--- src/rtl/end_screen_ctrl_if.sv ---
// Video/control bundle between the game-over compositor and its neighbours.
// master drives the pixel/control inputs; slave is the compositor itself.
interface end_screen_ctrl_if;
    logic        video_on;
    logic        frame_tick;
    logic        game_over;
    logic        restart_btn;
    logic [11:0] game_rgb;
    logic [11:0] gameover_rgb;
    logic        gameover_on;
    logic [11:0] rgb_out;
    logic        freeze;
    logic        restart_req;

    modport master (
        output video_on, frame_tick, game_over, restart_btn,
               game_rgb, gameover_rgb, gameover_on,
        input  rgb_out, freeze, restart_req
    );

    modport slave (
        input  video_on, frame_tick, game_over, restart_btn,
               game_rgb, gameover_rgb, gameover_on,
        output rgb_out, freeze, restart_req
    );
endinterface

--- src/rtl/end_screen_ctrl.sv ---
// Game-over sequencer (PLAY/DIM/SHOW) and final 12-bit pixel mux; rgb_out is 1 clk after its inputs.
// No backpressure: free-running video stream. Background dimming in DIM/SHOW enabled by END_SCREEN_DIM_EN.
module end_screen_ctrl #(
    parameter int DIM_FRAMES   = 60,
    parameter int BLINK_FRAMES = 30
) (
    input  logic             clk,
    input  logic             reset,
    end_screen_ctrl_if.slave bus
);
    typedef enum logic [1:0] {PLAY, DIM, SHOW} state_t;

    localparam logic [7:0] DIM_LAST   = 8'(DIM_FRAMES - 1);
    localparam logic [7:0] BLINK_LAST = 8'(BLINK_FRAMES - 1);

    state_t      state, state_nxt;
    logic [7:0]  fcnt, fcnt_nxt;
    logic        blink_vis, blink_vis_nxt;
    logic        go_prev, btn_prev;
    logic        go_rise, btn_rise;
    logic        restart_nxt;
    logic [11:0] bg, rgb_nxt;
    logic [11:0] rgb_q;
    logic        freeze_q, restart_q;

    assign go_rise  = bus.game_over & ~go_prev;
    assign btn_rise = bus.restart_btn & ~btn_prev;

    always_comb begin
        state_nxt     = state;
        fcnt_nxt      = fcnt;
        blink_vis_nxt = blink_vis;
        restart_nxt   = 1'b0;
        case (state)
            PLAY: begin
                if (go_rise) begin
                    state_nxt = DIM;
                    fcnt_nxt  = 8'd0;
                end
            end
            DIM: begin
                if (bus.frame_tick) begin
                    if (fcnt == DIM_LAST) begin
                        state_nxt     = SHOW;
                        fcnt_nxt      = 8'd0;
                        blink_vis_nxt = 1'b1;
                    end else begin
                        fcnt_nxt = fcnt + 8'd1;
                    end
                end
            end
            SHOW: begin
                // A button edge beats a coincident frame tick; fcnt stays put.
                if (btn_rise) begin
                    state_nxt   = PLAY;
                    restart_nxt = 1'b1;
                end else if (bus.frame_tick) begin
                    if (fcnt == BLINK_LAST) begin
                        blink_vis_nxt = ~blink_vis;
                        fcnt_nxt      = 8'd0;
                    end else begin
                        fcnt_nxt = fcnt + 8'd1;
                    end
                end
            end
            default: state_nxt = PLAY;
        endcase
    end

    // Pixel uses the current state, not the transition decided this cycle.
    always_comb begin
`ifdef END_SCREEN_DIM_EN
        if (state == PLAY)
            bg = bus.game_rgb;
        else
            bg = {1'b0, bus.game_rgb[11:9], 1'b0, bus.game_rgb[7:5], 1'b0, bus.game_rgb[3:1]};
`else
        bg = bus.game_rgb;
`endif
        if (!bus.video_on)
            rgb_nxt = 12'h000;
        else if (state == SHOW && blink_vis && bus.gameover_on)
            rgb_nxt = bus.gameover_rgb;
        else
            rgb_nxt = bg;
    end

    always_ff @(posedge clk) begin
        if (reset) begin
            state     <= PLAY;
            fcnt      <= 8'd0;
            blink_vis <= 1'b1;
            go_prev   <= 1'b0;
            btn_prev  <= 1'b0;
            rgb_q     <= 12'h000;
            freeze_q  <= 1'b0;
            restart_q <= 1'b0;
        end else begin
            state     <= state_nxt;
            fcnt      <= fcnt_nxt;
            blink_vis <= blink_vis_nxt;
            go_prev   <= bus.game_over;
            btn_prev  <= bus.restart_btn;
            rgb_q     <= rgb_nxt;
            freeze_q  <= (state_nxt != PLAY);
            restart_q <= restart_nxt;
        end
    end

    assign bus.rgb_out     = rgb_q;
    assign bus.freeze      = freeze_q;
    assign bus.restart_req = restart_q;
endmodule
--- src/flat_wrapper.sv ---
// flat-port wrapper written by rule: the top's interface ports become plain ports
module end_screen_ctrl_flat 
#(
    parameter int DIM_FRAMES   = 60,
    parameter int BLINK_FRAMES = 30
)
  (clk, reset, bus_video_on, bus_frame_tick, bus_game_over, bus_restart_btn, bus_game_rgb, bus_gameover_rgb, bus_gameover_on, bus_rgb_out, bus_freeze, bus_restart_req);
  end_screen_ctrl_if bus_i ();
  input  logic clk;
  input  logic reset;
  input wire logic [$bits(bus_i.video_on)-1:0] bus_video_on;
  input wire logic [$bits(bus_i.frame_tick)-1:0] bus_frame_tick;
  input wire logic [$bits(bus_i.game_over)-1:0] bus_game_over;
  input wire logic [$bits(bus_i.restart_btn)-1:0] bus_restart_btn;
  input wire logic [$bits(bus_i.game_rgb)-1:0] bus_game_rgb;
  input wire logic [$bits(bus_i.gameover_rgb)-1:0] bus_gameover_rgb;
  input wire logic [$bits(bus_i.gameover_on)-1:0] bus_gameover_on;
  output wire logic [$bits(bus_i.rgb_out)-1:0] bus_rgb_out;
  output wire logic [$bits(bus_i.freeze)-1:0] bus_freeze;
  output wire logic [$bits(bus_i.restart_req)-1:0] bus_restart_req;
  assign bus_i.video_on = bus_video_on;
  assign bus_i.frame_tick = bus_frame_tick;
  assign bus_i.game_over = bus_game_over;
  assign bus_i.restart_btn = bus_restart_btn;
  assign bus_i.game_rgb = bus_game_rgb;
  assign bus_i.gameover_rgb = bus_gameover_rgb;
  assign bus_i.gameover_on = bus_gameover_on;
  assign bus_rgb_out = bus_i.rgb_out;
  assign bus_freeze = bus_i.freeze;
  assign bus_restart_req = bus_i.restart_req;
  end_screen_ctrl #(.DIM_FRAMES(DIM_FRAMES), .BLINK_FRAMES(BLINK_FRAMES)) u_core (.clk(clk), .reset(reset), .bus(bus_i));
endmodule
--- config.mk ---
export PLATFORM = sky130hd
export DESIGN_NAME = end_screen_ctrl_flat
export DESIGN_NICKNAME = d
export VERILOG_FILES = /design/src/rtl/end_screen_ctrl_if.sv /design/src/rtl/end_screen_ctrl.sv /design/src/flat_wrapper.sv
export SDC_FILE = /design/constraint.sdc
export NUM_CORES = 1
export LEC_CHECK = 0
export ABC_AREA = 1
export CAP_MARGIN = 20
export CELL_PAD_IN_SITES_DETAIL_PLACEMENT = 0
export CELL_PAD_IN_SITES_GLOBAL_PLACEMENT = 2
export CORE_UTILIZATION = 35
export DETAILED_ROUTE_END_ITERATION = 12
export DONT_BUFFER_PORTS = 1
export MAX_ROUTING_LAYER = met4
export PLACE_DENSITY = 0.84
export RECOVER_POWER = 25
export SYNTH_ARGS = -nofsm -noshare
export SYNTH_HDL_FRONTEND = slang
export SYNTH_SLANG_ARGS = --single-unit
--- constraint.sdc ---
create_clock -name clk -period 2.25 [get_ports clk]
set_input_delay 0.45 -clock clk [delete_from_list [all_inputs] [get_ports clk]]
set_output_delay 0.45 -clock clk [all_outputs]
set_load 0.05 [all_outputs]
# After elaboration in Yosys (flattened, before gate mapping)
# Cells that the tools add are included.
# Widths: inputs -> output; s select.
dict set report totals {
  regBits 27
  word_cells 56
  in_bits 31
  output_inout_bits 14
}
dict set report op_classes {
  eq_ne 10
  n_mux 20
  addsub 1
  bitwise_logic 7
  n_reduce_logical 10
}
# cell count
set ops {}
lappend ops {{$mux 8} 6}
lappend ops {{$pmux 8 s3} 1}
lappend ops {{$mux 12} 1}
lappend ops {{$add 8x1->8 const B} 1}
lappend ops {{$eq 8x5->1 const B} 1}
lappend ops {{$eq 8x6->1 const B} 1}
lappend ops {{$mux 2} 4}
lappend ops {{$mux 1} 6}
lappend ops {{$ne 2x1->1 const B} 3}
lappend ops {{$ne 2x2->1 const B} 3}
lappend ops {{$pmux 2 s3} 1}
lappend ops {{$reduce_and 6->1} 1}
lappend ops {{$not 1->1} 5}
lappend ops {{$reduce_and 5->1} 1}
lappend ops {{$reduce_bool 2->1} 2}
lappend ops {{$reduce_or 2->1} 2}
lappend ops {{$reduce_bool 3->1} 1}
lappend ops {{$and 1x1->1} 2}
lappend ops {{$eq 2x1->1 const B} 1}
lappend ops {{$eq 2x2->1 const B} 1}
lappend ops {{$logic_and 1x1->1} 2}
lappend ops {{$logic_not 2->1} 1}
lappend ops {{$pmux 1 s2} 1}

# Logic depth before layout (Yosys ltp)
# Gate-level depths: netlist of run 1.
dict set report depth {
  word_depth 5
  depth_mapped 11
  ltp_nobuf 11
}

# Least setup slack after synthesis of run 1
# No wires, ideal clock.
dict set report synth_timing {
  path_kind {flip-flop to flip-flop}
  startpoint {register u_core.state[0]}
  endpoint {register u_core.fcnt[0]}
  path_buffers 0
  required_time_ps 2138
  setup_time_ps 112
  stages_incl_launch_ff 9
  arrival_time_ps 1254
  period_less_slack_ps 1366
  setup_slack_ps 884
  path_cell_list {dfxtp_1 inv_1 ha_1 a21oi_4 nand2_8 inv_4 nand2_4 nand2_4 nor2_2}
}
dict set report synth_via {
  elab_chain_len 3
  word_cells_on_any_way 10
  classes_between {eq/ne (6); mux (1); reduce/logical (3)}
}
# element line
set synth_rtl {}
lappend synth_rtl {{from (decl)} end_screen_ctrl.sv:16} ;# state_t state, state_nxt;
lappend synth_rtl {{from (signal assigned)} end_screen_ctrl.sv:99} ;# state <= state_nxt;
lappend synth_rtl {{$eq 2x2->1 (tied with other cells)} end_screen_ctrl.sv:34} ;# case (state)
lappend synth_rtl {{$ne 2x2->1 (no line) (tied with other cells)} --}
lappend synth_rtl {{$reduce_and 5->1 (no line)} --}
lappend synth_rtl {{to (signal assigned)} end_screen_ctrl.sv:100} ;# fcnt <= fcnt_nxt;
lappend synth_rtl {{to (decl)} end_screen_ctrl.sv:17} ;# logic [7:0] fcnt, fcnt_nxt;
# Parallel ways exist; a longest one is shown, timed or not.
# A chain may end at the register's enable or synchronous reset.

# Worst setup path in the final report of run 1
dict set report layout_timing {
  startpoint {register u_core.state[0]}
  endpoint {register u_core.rgb_q[7], in the netlist u_core.bus.rgb_out[7]}
}
dict set report layout_via {
  elab_chain_len 4
}
# element line
set layout_rtl {}
lappend layout_rtl {{$eq 2x2->1} end_screen_ctrl.sv:82} ;# else if (state == SHOW && blink_vis && bus.gameover_on)
lappend layout_rtl {{$logic_and 1x1->1 (2 in series)} end_screen_ctrl.sv:82}
lappend layout_rtl {{$mux 12} end_screen_ctrl.sv:82}
lappend layout_rtl {{to (signal assigned)} end_screen_ctrl.sv:104} ;# rgb_q <= rgb_nxt;
lappend layout_rtl {{to (decl)} end_screen_ctrl.sv:23} ;# logic [11:0] rgb_q;
# No other way between the ends.

==> impl_metrics.ini, run 1 <==
[cts]
clock_latency_ps = 280
max-clock-path-buffers = 2
cts_resized = 0
cts_buffers = 3
cts_setup_buffers = 0
root_buffer = clkbuf_8
cts_hold_buf = 0
cts.sinks = 27
path_clk_slew_ps = 110
cts_tree = built
cts_htree_levels = 1

[finish]
fin_area_um2 = 1443
fillCellCount = 404
drive_above_1_share_pct = 12.23
multiInputGateArea_um2 = 680.7
ff_latch_area_um2 = 540.5
most-common-layout-cells = nand2_1, dfxtp_1, inv_1
mostFrequentLayoutCell = nand2_1
final_cells = 236
n_antenna_cell = 0
syn2layout_area_growth_pct = 7.256
fin_nets = 226

[logic_synthesis]
avgSynthCellArea_um2 = 7.231
synth_seq_cells = 27
ys_types = 22
synth_area_leader_cell = dfxtp_1
synthTopCellsByArea = dfxtp_1, nand2_1, inv_1
ys_seq_area_share_pct = 40.19
synth_top_area_share_pct = 40.19
synthCells = 186
netlist_area_um2 = 1345
ys_warn_count = 0
syn_nets = 223

[sta]
tns_ps = 0
hold_viol_final = 0
timing.final.crit_share_pct = 70.71
fin_skew_ps = 10.05
setup_viol = 0
worst_pin_slew_ps = 494.5
rsz0062_at_grt = no
drv_slew = 0
finalCriticalPeriod_ps = 1591
slew_headroom_pct = 66.99
max_freq_ghz = 0.6285

[die]
core_um2 = 3661
die_w_um = 63.99
ios = 45
die-area_um2 = 4095
die-height_um = 63.99
rows = 22
start_util_pct = 36.74

[setup_path]
path_cells = inv_1, ha_1, nand3_1, buf_4, inv_1, nand2_1, a21oi_1
arrival_ps = 1800
crit_top_cell = inv_1
ff2ff_setup_slack_ps = 660
required_ps = 2460
reg2reg_depth = 7
cpPeakStageDelay_ps = 340
cp_slowest_cell = dfxtp_1
crit_path_end_kind = register
crit_path_start_kind = register
critPathKind = reg2reg
crit_fanout = 13

[placement]
portBuffers = 0
dp_cells = 232
hpwl_um = 2159
place_area_um2 = 1398
gp_congestion = 0.7760

[detailed_routing]
drt_iter0_drc = 32
postRouteAntennaNets = 0
drc = 0
vias_per_cell = 4.780
dr.pass1.iters = 4
wirelength_um = 2749
wl_per_cell_um = 11.65
route.vias.total = 1128

[min_path]
hold_depth = 1
hold_path.class = in2reg

[global_route]
met2_usage_pct = 24.60
grt_pass1_vias = 1135
grt_pass1_wl_um = 4802
busiest_layer = met2
track_usage_pct = 15.24
overflow = 0
use_met3_pct = 3.750
antenna_found_initial = 0
grt_max_degree = 18
use_met1_pct = 18.16

[outcome]
status = complete, no violations

[job]
cap_violations = 0

[power]
p_leak_nw = 0.6310
pwr_density_cell_nw_per_um2 = 658.7
max-vdd-ir-drop_v = 0.0002131
-- final cells by class --
type | instances | area share, %
multi-input cells | 129 | 47.18
flip-flops and latches | 27 | 37.47
inverters | 27 | 7.199
clock inverters | 1 | 0.6071
clock buffers | 3 | 2.862
repair buffers | 1 | 0.5204
well taps | 48 | 4.163
-- Yosys cell counts, drive strengths merged --
cell,instances
a21oi,14
buf,1
clkbuf,2
dfxtp,27
ha,6
inv,27
nand2,62
nand3,16
nand4,3
nor2,20
o21ai,6
o21bai,1
xor2,1
-- critical path, delay by kind of cell, from the launching register on --
family	cells	cell delay [ps]
AOI/OAI and AO/OA	1	150
adders and majority gates	1	260
DFF	1	340
buffers and inverters	3	590
and+or+nand+nor	2	190
-- flip-flops by register name (all words and copies together) (netlist names) --
name / flops
u_core.bus.rgb_out: 12
u_core.bus.restart_req: 1
u_core.blink_vis: 1
u_core.fcnt: 8
u_core.go_prev: 1
u_core.btn_prev: 1
u_core.bus.freeze: 1
u_core.state: 2
-- metrics by stage --
| step | setup WS (ps) | power, mW | hold slack, ps | utilization (%) |
|---|---|---|---|---|
| 2_1_floorplan | 884.3 | 0.6436 | 448.4 | - |
| 3_3_place_gp | 721.5 | 0.6616 | 459.7 | 38.18 |
| 3_5_place_dp | 625.7 | 0.6644 | 477.9 | 38.18 |
| 4_1_cts | 607.2 | 0.9609 | 218.7 | 39.54 |
| 5_1_grt | 420.1 | 1.004 | 203.1 | 39.41 |
| 6_report | 658.9 | 0.9503 | 220.8 | 39.41 |
-- worst paths after layout --
check,start,endpoint
max,u_core.state[0]$_SDFF_PP0_,u_core.bus.rgb_out[7]$_SDFF_PP0_
min,reset,u_core.bus.restart_req$_SDFF_PP0_
max reg2reg,u_core.state[0]$_SDFF_PP0_,u_core.bus.rgb_out[7]$_SDFF_PP0_
min reg2reg,u_core.blink_vis$_SDFFE_PP1P_,u_core.blink_vis$_SDFFE_PP1P_
-- power breakdown --
group | internal [mW] | total [mW] | leakage [nW] | switching (mW)
combinational | 0.0375 | 0.108 | 0.384 | 0.0706
clock | 0.130 | 0.299 | 0.0261 | 0.168
sequential | 0.496 | 0.544 | 0.221 | 0.0473
total | 0.664 | 0.950 | 0.631 | 0.286
-- metal layers --
layer | up-vias | share of wire, %
met5 | - | 0
met4 | 0 | 0.58
met3 | 3 | 5.8
met2 | 39 | 48
met1 | 503 | 45
li1 | 583 | -
-- kinds of logic (layout without fill, tap and decap cells) --
family / count (synthesis) / after routing / synth area share, %
AND/OR/NAND/NOR: 101 / 101 / 35.91
flip-flops: 27 / 27 / 40.19
adder cells (fa/ha/maj): 6 / 6 / 5.581
AO/OA/AOI/OAI: 21 / 21 / 8.838
buffers and inverters: 30 / 32 / 8.838
XOR/XNOR: 1 / 1 / 0.6513
Note: power is estimated with default switching activity, not from simulation.
==> run 2: changes to the inputs <==
--- a/config.mk
+++ b/config.mk
@@ -9,11 +9,11 @@
 export CAP_MARGIN = 20
 export CELL_PAD_IN_SITES_DETAIL_PLACEMENT = 0
 export CELL_PAD_IN_SITES_GLOBAL_PLACEMENT = 2
-export CORE_UTILIZATION = 35
+export CORE_UTILIZATION = 32
 export DETAILED_ROUTE_END_ITERATION = 12
 export DONT_BUFFER_PORTS = 1
 export MAX_ROUTING_LAYER = met4
-export PLACE_DENSITY = 0.84
+export PLACE_DENSITY = 0.78
 export RECOVER_POWER = 25
 export SYNTH_ARGS = -nofsm -noshare
 export SYNTH_HDL_FRONTEND = slang
==> constraint.sdc (replaced) <==
create_clock -name clk -period 1.55 [get_ports clk]
set_input_delay 0.31 -clock clk [delete_from_list [all_inputs] [get_ports clk]]
set_output_delay 0.31 -clock clk [all_outputs]
set_load 0.05 [all_outputs]
==> run 2 against run 1 <==
Against the previous run:
- fmax rose by 10%
- utilization fell by 2.6 points
- flip-flop and latch count did not move
- clock skew fell by 8.3 ps
- global-route usage fell by 0.89 points
- critical path depth rose by 3
- die area rose by 9.1%
- cell count rose by 1.3%
- worst hold slack got worse by 130 ps
- critical path type unchanged
- critical endpoint is now u_core.fcnt[3]$_SDFFE_PP0P_
==> impl_metrics.ini, run 2 (synthesized netlist as in run 1, its figures left out) <==
[outcome]
status = complete, no violations

[power]
p_leak_nw = 0.6341
pwr_density_cell_nw_per_um2 = 917.3
seqPwrFrac_pct = 58.1
finalPower_mw = 1.359
intPower_uw = 958.9
switching_share_pct = 29.44
p_sw_uw = 400.0
clockPowerShare_pct = 30.1
power_frac_comb_pct = 11.8
max-vdd-ir-drop_v = 0.0003037

[setup_path]
crit_path_end_kind = register
critPathKind = reg2reg
reg2reg_depth = 10
arrival_ps = 1630
crit_fanout = 7
required_ps = 1730
crit_path_start_kind = register

[global_route]
antenna_found_initial = 0
grt_pass1_vias = 1111
overflow = 0
grt_pass1_wl_um = 4774
track_usage_pct = 14.35
grt_max_degree = 16

[die]
die-height_um = 66.83
rows = 23
ios = 45
die_w_um = 66.83
die-area_um2 = 4466
core_um2 = 4029
start_util_pct = 33.39

[sta]
setup_viol = 0
drv_slew = 0
fin_skew_ps = 1.782
slew_headroom_pct = 67.22
rsz0062_at_grt = no
hold_viol_final = 0
timing.final.crit_share_pct = 93.28
worst_pin_slew_ps = 491.0
finalCriticalPeriod_ps = 1446
tns_ps = 0
max_freq_ghz = 0.6916

[min_path]
hold_path.class = in2reg
hold_depth = 1

[detailed_routing]
drc = 0
vias_per_cell = 4.799
postRouteAntennaNets = 0
route.vias.total = 1147
drt_iter0_drc = 46
wirelength_um = 2708
wl_per_cell_um = 11.33
dr.pass1.iters = 4

[job]
cap_violations = 0

[placement]
gp_congestion = 0.8411
hpwl_um = 2197
portBuffers = 0

[cts]
cts_tree = built
cts_buffers = 3
root_buffer = clkbuf_8
path_clk_slew_ps = 90
cts.sinks = 27
cts_htree_levels = 1
clock_latency_ps = 270
max-clock-path-buffers = 2

[finish]
syn2layout_area_growth_pct = 10.14
largest_reg_flops = 12
n_antenna_cell = 0
fin_nets = 227
most-common-layout-cells = nand2_1, inv_1, dfxtp_1
mostFrequentLayoutCell = nand2_1
drive_above_1_share_pct = 17.46
run 2: cell count changes in the layout (fill, tap and decap cells not counted), moves of 2 or more:
cell / delta
dfxtp_2: +3
ha_1: -3
ha_2: +2
dfxtp_1: -4
run 2: path summary, 6_finish.rpt:
check                                startpoint                            end  slack [ps]
hold / removal                            reset      u_core.go_prev$_SDFF_PP0_          90
setup reg to reg     u_core.state[1]$_SDFF_PP0_    u_core.fcnt[3]$_SDFFE_PP0P_         100
setup / recovery     u_core.state[1]$_SDFF_PP0_    u_core.fcnt[3]$_SDFFE_PP0P_         100
hold reg to reg   u_core.blink_vis$_SDFFE_PP1P_  u_core.blink_vis$_SDFFE_PP1P_         500
run 2: power by group through the flow:
stage / Combinational [mW] / Clock [mW] / Sequential, mW
global route: 0.182 / 0.462 / 0.793
finish: 0.161 / 0.409 / 0.790
CTS: 0.160 / 0.425 / 0.790
detailed placement: 0.160 / 0 / 0.805
global placement: 0.157 / 0 / 0.806
floorplan: 0.133 / 0 / 0.802
run 2: per-stage QoR:
step	cells	setup WS, ps	hold slack (ps)	instance area (um^2)	utilization, %
2_1_floorplan	186	184.3	381.2	1345	-
3_3_place_gp	235	35.57	381.8	1408	34.94
3_5_place_dp	235	6.986	384.6	1408	34.94
4_1_cts	239	16.55	86.40	1456	36.15
5_1_grt	239	12.00	80.89	1481	36.77
6_report	239	104.1	92.37	1481	36.77
run 2: routing by layer:
layer | vias to the layer above | global-route usage, % | wire length [um]
met5 | - | - | 0
met4 | 0 | 3.989 | 37
met3 | 7 | 3.253 | 136
met2 | 44 | 23.99 | 1216
met1 | 512 | 17.18 | 1317
li1 | 584 | - | -
run 2: what timing repair did:
item                                    CTS  global route
resized for setup                         1             9
pin swaps                                 0             2
hold buffers                              0             0
setup buffers                             0             0
endpoints found under the setup margin    6            11
gates cloned                              0             0
run 2: critical path, cell delays in order, from the launching register on:
cell and delay, ps:
dfxtp_4 370, inv_1 70, ha_1 220, inv_1 90, nand2_1 90, nand2_4 120
nand2_8 80, inv_4 100, nand2_4 70, nand2_4 110, nor2_2 40
run 2: cell type report:
cell class,count,area [um^2]
clock buffers,3,41.29
flip-flops and latches,27,548.0
inverters,27,103.9
well taps,50,62.56
fillers,430,2547
repair buffers,2,15.01
multi-input cells,129,705.7
clock inverters,1,5.005
==> run 3: changes to the inputs <==
--- a/config.mk
+++ b/config.mk
@@ -9,6 +9,8 @@
 export CAP_MARGIN = 20
 export CELL_PAD_IN_SITES_DETAIL_PLACEMENT = 0
 export CELL_PAD_IN_SITES_GLOBAL_PLACEMENT = 2
+export CORE_ASPECT_RATIO = 1.2
+export CORE_MARGIN = 1.5
 export CORE_UTILIZATION = 32
 export DETAILED_ROUTE_END_ITERATION = 12
 export DONT_BUFFER_PORTS = 1
==> run 3 against run 2 <==
Against the previous run:
- first-iteration DRC count shrank 59%
- global-route usage shrank 1.5 points
- worst hold slack better by 3.6 ps
- fmax about the same
- power increased by 0.76%
- sequential power barely moved
- clock power is essentially flat
- critical path type unchanged
- largest cell class unchanged
==> impl_metrics.ini, run 3 (synthesized netlist as in run 1, its figures left out) <==
[outcome]
status = complete, no violations

[sta]
setup_viol = 0
drv_slew = 0
slew_headroom_pct = 67.33
tns_ps = 0
worst_pin_slew_ps = 489.4
timing.final.crit_share_pct = 93.26
max_freq_ghz = 0.6918
hold_viol_final = 0
fin_skew_ps = 5.422
finalCriticalPeriod_ps = 1445
rsz0062_at_grt = no

[finish]
most-common-layout-cells = nand2_1, inv_1, dfxtp_1
largest_reg_flops = 12
fin_area_um2 = 1501
fin_nets = 228
drive_above_1_share_pct = 16.32
syn2layout_area_growth_pct = 11.63
final_cells = 244
n_antenna_cell = 0
fillCellCount = 440
mostFrequentLayoutCell = nand2_1

[global_route]
overflow = 0
antenna_found_initial = 0
grt_pass1_wl_um = 4629
grt_max_degree = 17
track_usage_pct = 12.87
grt_pass1_vias = 1109

[cts]
cts_setup_buffers = 0
root_buffer = clkbuf_8
cts_buffers = 3
cts_htree_levels = 1
clock_latency_ps = 270
max-clock-path-buffers = 2
cts.sinks = 27
cts_hold_buf = 0
cts_tree = built
path_clk_slew_ps = 90

[placement]
hpwl_um = 2279
gp_congestion = 0.8416
portBuffers = 0
dp_cells = 240
place_area_um2 = 1420

[setup_path]
crit_path_start_kind = register
required_ps = 1730
critPathKind = reg2reg
reg2reg_depth = 10
arrival_ps = 1620
crit_path_end_kind = register
r2r-end = u_core.fcnt[7]$_SDFFE_PP0P_
ff2ff_setup_slack_ps = 100
crit_fanout = 7
reg2reg_from = u_core.state[1]$_SDFF_PP0_

[power]
p_leak_nw = 0.6344
max-vdd-ir-drop_v = 0.0004299
pwr_density_cell_nw_per_um2 = 912.0

[die]
rows = 25
die_w_um = 62.19
core_um2 = 3973
start_util_pct = 33.86
ios = 45
die-area_um2 = 4603
die-height_um = 74.02

[detailed_routing]
drc = 0
drt_iter0_drc = 19
postRouteAntennaNets = 0
wl_per_cell_um = 11.94
wirelength_um = 2913
dr.pass1.iters = 4
route.vias.total = 1148
vias_per_cell = 4.705

[min_path]
min_delay_worst_endpoint = u_core.btn_prev$_SDFF_PP0_
hold_path.class = in2reg
worstHoldStart = reset
hold_depth = 1

[job]
cap_violations = 0
## run 3: final cells by class
cell class	count	area, um^2	share of cell area [%]
Clock buffer	3	41.29	2.750
Clock inverter	1	7.507	0.5000
Inverter	27	106.4	7.083
Multi-Input combinational cell	129	709.4	47.25
Sequential cell	27	546.8	36.42
Tap cell	54	67.56	4.500
Timing Repair Buffer	3	22.52	1.500
## run 3: repair_timing
| item | 4_1_cts | 5_1_grt |
|---|---|---|
| resized for setup | 1 | 10 |
| gates cloned | 0 | 0 |
| setup endpoints to repair | 7 | 8 |
| pin swaps | 0 | 2 |
## run 3: worst max path at each step
stage                           startpoint                           to  slack, ps
3_5_place_dp    u_core.state[0]$_SDFF_PP0_  u_core.fcnt[7]$_SDFFE_PP0P_         20
6_report        u_core.state[1]$_SDFF_PP0_  u_core.fcnt[7]$_SDFFE_PP0P_        100
5_1_grt        u_core.fcnt[1]$_SDFFE_PP0P_  u_core.fcnt[7]$_SDFFE_PP0P_          3
3_3_place_gp    u_core.state[1]$_SDFF_PP0_  u_core.fcnt[6]$_SDFFE_PP0P_         50
4_1_cts         u_core.state[1]$_SDFF_PP0_  u_core.fcnt[7]$_SDFFE_PP0P_          3
2_1_floorplan   u_core.state[0]$_SDFF_PP0_  u_core.fcnt[0]$_SDFFE_PP0P_        180
## run 3: worst max-delay path, cell delays in order, from the launching register on
cell and delay (ps):
dfxtp_4 380, inv_1 80, ha_1 220, inv_1 80
nand2_1 90, nand2_4 120, nand2_8 80, inv_6 90
nand2_4 80, nand2_8 90, nor2_2 40
## run 3: power breakdown
| part | leakage (nW) | internal (mW) | switching [mW] |
|---|---|---|---|
| Clock | 0.0217 | 0.182 | 0.224 |
| Sequential | 0.222 | 0.720 | 0.0683 |
| Combinational | 0.390 | 0.0630 | 0.112 |
## run 3: metal layers
metal | global-route usage, % | wire [um]
met1 | 14.45 | 1228
met2 | 23.19 | 1511
met3 | 2.118 | 132
met4 | 5.185 | 40
met5 | - | 0
## run 3: through the flow
step	hold slack [ps]	utilization, %	total power [mW]	setup WS (ps)
after global routing	80.59	37.80	1.439	3.287
after CTS	82.94	37.04	1.387	3.141
final	96.01	37.80	1.369	104.5
after floorplan	381.2	-	0.9342	184.3
after detailed placement	385.2	35.75	0.9680	16.01
after global placement	383.9	35.75	0.9671	50.19
==> variant 1 (config.mk and constraints of run 3) <==
The 3 states of `state_t` get a one-hot encoding in 3 bits.
--- a/src/rtl/end_screen_ctrl.sv
+++ b/src/rtl/end_screen_ctrl.sv
@@ -9,5 +9,5 @@
     end_screen_ctrl_if.slave bus
 );
-    typedef enum logic [1:0] {PLAY, DIM, SHOW} state_t;
+    typedef enum logic [2:0] {PLAY = 3'b001, DIM = 3'b010, SHOW = 3'b100} state_t;
 
     localparam logic [7:0] DIM_LAST   = 8'(DIM_FRAMES - 1);
Formal check against the unedited RTL: no difference found for any inputs over 10 cycles, from zero or initial values and one cycle with reset high; not proved beyond that.
==> variant 1 against run 3 <==
Wire length up 13%. Cell area up 2.4%. Power up 4.0%. Critical endpoint is now u_core.bus.rgb_out[3]. Highest routed layer unchanged. Worst setup slack better by 0.049 ns. First-iteration DRC count rose to 2.9 times the old value. Sequential cell count up 1. Clock skew up 0.00095 ns. Die area up 4.8%. Area after synthesis up 5.0%.
==> variant 1: results (changes against run 3) <==
[routing]
met2_wirelength_um=1610  ; was 1510 µm
drt_iter0_drc=56  ; was 19
wl_met3_um=106  ; was 132 µm
wire_per_inst_um=12.5  ; was 11.9 µm
vias=1246  ; was 1,148
wl_met1_um=1480  ; was 1230 µm

[power]
power_leakage_uw=0.000670  ; was 0.000634 µW
peakVddDrop_mv=0.406  ; was 0.430 mV
p_switching_uw=405  ; was 404 µW

[global_route]
grt_pass1_wl_um=5440  ; was 4630 µm
grt_start_max_net_pins=16  ; was 17
grt_pass1_vias=1254  ; was 1,109
met1_usage_pct=17.5  ; was 14.4%
use_met3_pct=2.36  ; was 2.12%
grt_use_total_pct=15.0  ; was 12.9%
met2_usage_pct=25.7  ; was 23.2%

[placement]
dp.cells=258  ; was 240
place.gp.congestion=0.898  ; was 0.842
portBuffers=0  ; unchanged
placed_cell_area_um2=1470  ; was 1420 µm²
dp_hpwl_um=2490  ; was 2280 µm
place_ws_ns=0.0586  ; was 0.0160 ns

[finish]
finalNonFillerCells=262  ; was 244
nFillCells=455  ; was 440
final_layout_size_suffix_gt1_share_pct=15.5  ; was 16.3%
fin_nets=240  ; was 228
largest_reg_flops=12  ; unchanged
num_antenna_cells=0  ; unchanged

[logic_synthesis]
yosysSeqAreaShare_pct=39.7  ; was 40.2%
synth-warning-count=0  ; unchanged
syn_area_per_cell_um2=6.89  ; was 7.23 µm²
synthTopCellsByArea=dfxtp_1, nand2_1, a21oi_1  ; was dfxtp_1, nand2_1, inv_1
synthTopCellsByCount=nand2_1, dfxtp_1, inv_1  ; unchanged
yosysUniqueCellTypes=28  ; was 22

[setup_path]
critPathMaxFanout=12  ; was 7
crit_arrival_ns=1.60  ; was 1.62 ns

[run_status]
status=complete, no violations  ; unchanged

[sta]
skew_ns=0.00637  ; was 0.00542 ns
worstMarginPinSlew_ns=0.498  ; was 0.489 ns

[variant 1: changes by cell type after synthesis, moves of 3 or more]
| cell | change |
|---|---|
| a21oi_1 | +7 |
| ha_1 | -4 |
| nand2_1 | +9 |
| nand2_2 | +6 |
| nor2_1 | +4 |
| nor2_2 | -3 |
| o21ai_0 | -4 |
[variant 1: final timing paths]
path	startpoint	to	slack (ns)	cells past startpoint
worst max-delay path	u_core.state[1]	u_core.bus.rgb_out[3]	0.15	7
worst min-delay path	reset	u_core.fcnt[1]	0.08	1
worst max register to register	u_core.state[1]	u_core.bus.rgb_out[3]	0.15	7
worst min register to register	u_core.fcnt[6]	u_core.fcnt[6]	0.48	2
[variant 1: power groups by stage]
stage               registers, µW  clock network (µW)  logic (µW)
CTS                           814                 472         149
finish                        812                 464         148
global route                  815                 498         168
floorplan                     826                   0         125
global placement              830                   0         147
detailed placement            830                   0         149
[variant 1: logic make-up after synthesis]
family / synth area share (%)
adders and majority gates: 1.77
DFF: 39.7
buffers and inverters: 8.77
and+or+nand+nor: 39.9
AOI/OAI and AO/OA: 9.30
xor gates and xnor gates: 0.620
[variant 1: cell type report]
| type | instances | area (µm²) | share of cell area, % |
|---|---|---|---|
| inverter | 26 | 100 | 6.51 |
| multi-input combinational | 147 | 739 | 48.1 |
| tap | 56 | 70.1 | 4.56 |
| clock buffer | 4 | 55.1 | 3.58 |
| timing repair buffer | 1 | 7.51 | 0.488 |
| sequential | 28 | 566 | 36.8 |
[variant 1: worst max-delay path: stages, from the launching register on]
cell and delay (ns):
dfxtp_1 0.34, inv_1 0.09, nand3_2 0.14, inv_4 0.16, nand3_2 0.08, inv_1 0.27
nand2_1 0.10, a21oi_1 0.14
[variant 1: timing repair]
item,4_1_cts,5_1_grt
setup endpoints to repair,0,5
gates resized for setup,0,6
endpoints found under the hold margin,0,0
==> variant 2 (flow settings as in run 3) <==
Made on the original files. Build with the macro `END_SCREEN_DIM_EN` defined.
--- a/src/rtl/end_screen_ctrl.sv
+++ b/src/rtl/end_screen_ctrl.sv
@@ -1,4 +1,6 @@
 // Game-over sequencer (PLAY/DIM/SHOW) and final 12-bit pixel mux; rgb_out is 1 clk after its inputs.
 // No backpressure: free-running video stream. Background dimming in DIM/SHOW enabled by END_SCREEN_DIM_EN.
+`define END_SCREEN_DIM_EN
+
 module end_screen_ctrl #(
     parameter int DIM_FRAMES   = 60,
Behaviour: not the same (Yosys sat finds a counterexample within 4 cycles, from zero or initial values and one cycle with reset high).
==> variant 2 against run 3 <==
Die area rose by 3.6%. Clock power barely moved. Area after synthesis up 3.7%. Power grew 2.8%. Worst setup slack worse by 0.0046 ns. Wire length rose by 20%. Cell area increased by 10%. Sequential cell count stayed put. Core utilization up 1.3 points. Synthesized cell count rose by 12%. Hold slack lost 0.0069 ns.
==> variant 2: results (changes against run 3) <==
[logic_synthesis]
syn_inst=209  ; was 186
yosysSeqAreaShare_pct=38.7  ; was 40.2%
synthTopCellsByArea=dfxtp_1, nand2_1, nand3_1  ; was dfxtp_1, nand2_1, inv_1
synthTopCellsByCount=nand2_1, dfxtp_1, inv_1, nor2_1, nand3_1  ; was nand2_1, dfxtp_1, inv_1
syn_nets=246  ; was 223
yosysUniqueCellTypes=21  ; was 22

[finish]
nClkBuffers=4  ; was 3
fin_nets=261  ; was 228
buffers=14  ; was 3
seq_area_um2=543  ; was 547 µm²
num-multi-input-gates=151  ; was 129
clk_share_pct=2.72  ; was 3.25%
nFillCells=482  ; was 440
final_layout_size_suffix_gt1_share_pct=17.0  ; was 16.3%
buf_share_pct=7.11  ; was 1.50%
multi_input_area_um2=777  ; was 709 µm²

[placement]
place.gp.congestion=0.791  ; was 0.842
dp.cells=270  ; was 240
dp_hpwl_um=2640  ; was 2280 µm

[routing]
drt_iter0_drc=60  ; was 19
dr.pass1.iters=4  ; unchanged
wirelength_um=3490  ; was 2910 µm
viasPerCell=4.79  ; was 4.70
vias=1337  ; was 1,148

[setup_path]
critPathMaxFanout=5  ; was 7

[global_route]
grt_start_max_net_pins=23  ; was 17
grt_use_total_pct=15.2  ; was 12.9%
grt_pass1_wl_um=5600  ; was 4630 µm

[sta]
skew_ns=0.00317  ; was 0.00542 ns
worstMarginPinSlew_ns=0.500  ; was 0.489 ns

[power]
power.internal_uw=988  ; was 965 µW
peakVddDrop_mv=0.583  ; was 0.430 mV
power_leakage_uw=0.000721  ; was 0.000634 µW

[run_status]
status=complete, no violations  ; unchanged

## variant 2: final timing paths
path	start	endpoint	slack, ns	cells after the start
min reg2reg	u_core.blink_vis	u_core.blink_vis	0.51	2
max	u_core.state[0]	u_core.fcnt[5]	0.1	9
min	reset	u_core.fcnt[7]	0.09	1
max reg2reg	u_core.state[0]	u_core.fcnt[5]	0.1	9
## variant 2: repair_timing
| item | in CTS | in global routing |
|---|---|---|
| endpoints found under the setup margin | 0 | 9 |
| setup buffers | 0 | 4 |
| resized for setup | 0 | 13 |
## variant 2: worst max-delay path: stages (launching register included)
cell,delay [ns]
dfxtp_2,0.34
buf_4,0.13
ha_2,0.19
o21ai_4,0.18
nand3_4,0.14
buf_4,0.16
nor2_1,0.08
nor2_1,0.04
nand2_1,0.05
nor2_1,0.04
## variant 2: logic make-up after synthesis
kind of cell               count (synthesis)  share of synthesized area (%)
and+or+nand+nor                          111                           33.5
AOI/OAI and AO/OA                         33                           13.5
buffers and inverters                     32                           8.88
DFF                                       27                           38.7
adders and majority gates                  6                           5.38
## variant 2: layer usage
metal | vias up | GRT usage [%] | part of all wire (%)
met3 | 4 | 2.36 | 3.8
met1 | 601 | 16.6 | 43
met4 | 0 | 5.31 | 1.3
met5 | - | - | 0
met2 | 35 | 28.6 | 52
li1 | 697 | - | -
## variant 2: stage by stage
stage	cell area (µm²)	setup WS, ns	power, µW
after CTS	1580	0.0150	1390
after floorplan	1400	0.150	942
after global placement	1530	0.0692	983
after global routing	1650	0.00775	1470
final	1650	0.0999	1410
after detailed placement	1530	0.0311	986
## variant 2: power by group through the flow
stage	sequential (µW)	combinational [µW]	clock, µW
floorplan	812	129	0
global placement	816	167	0
detailed placement	816	170	0
CTS	800	170	418
global route	802	232	438
finish	799	201	407
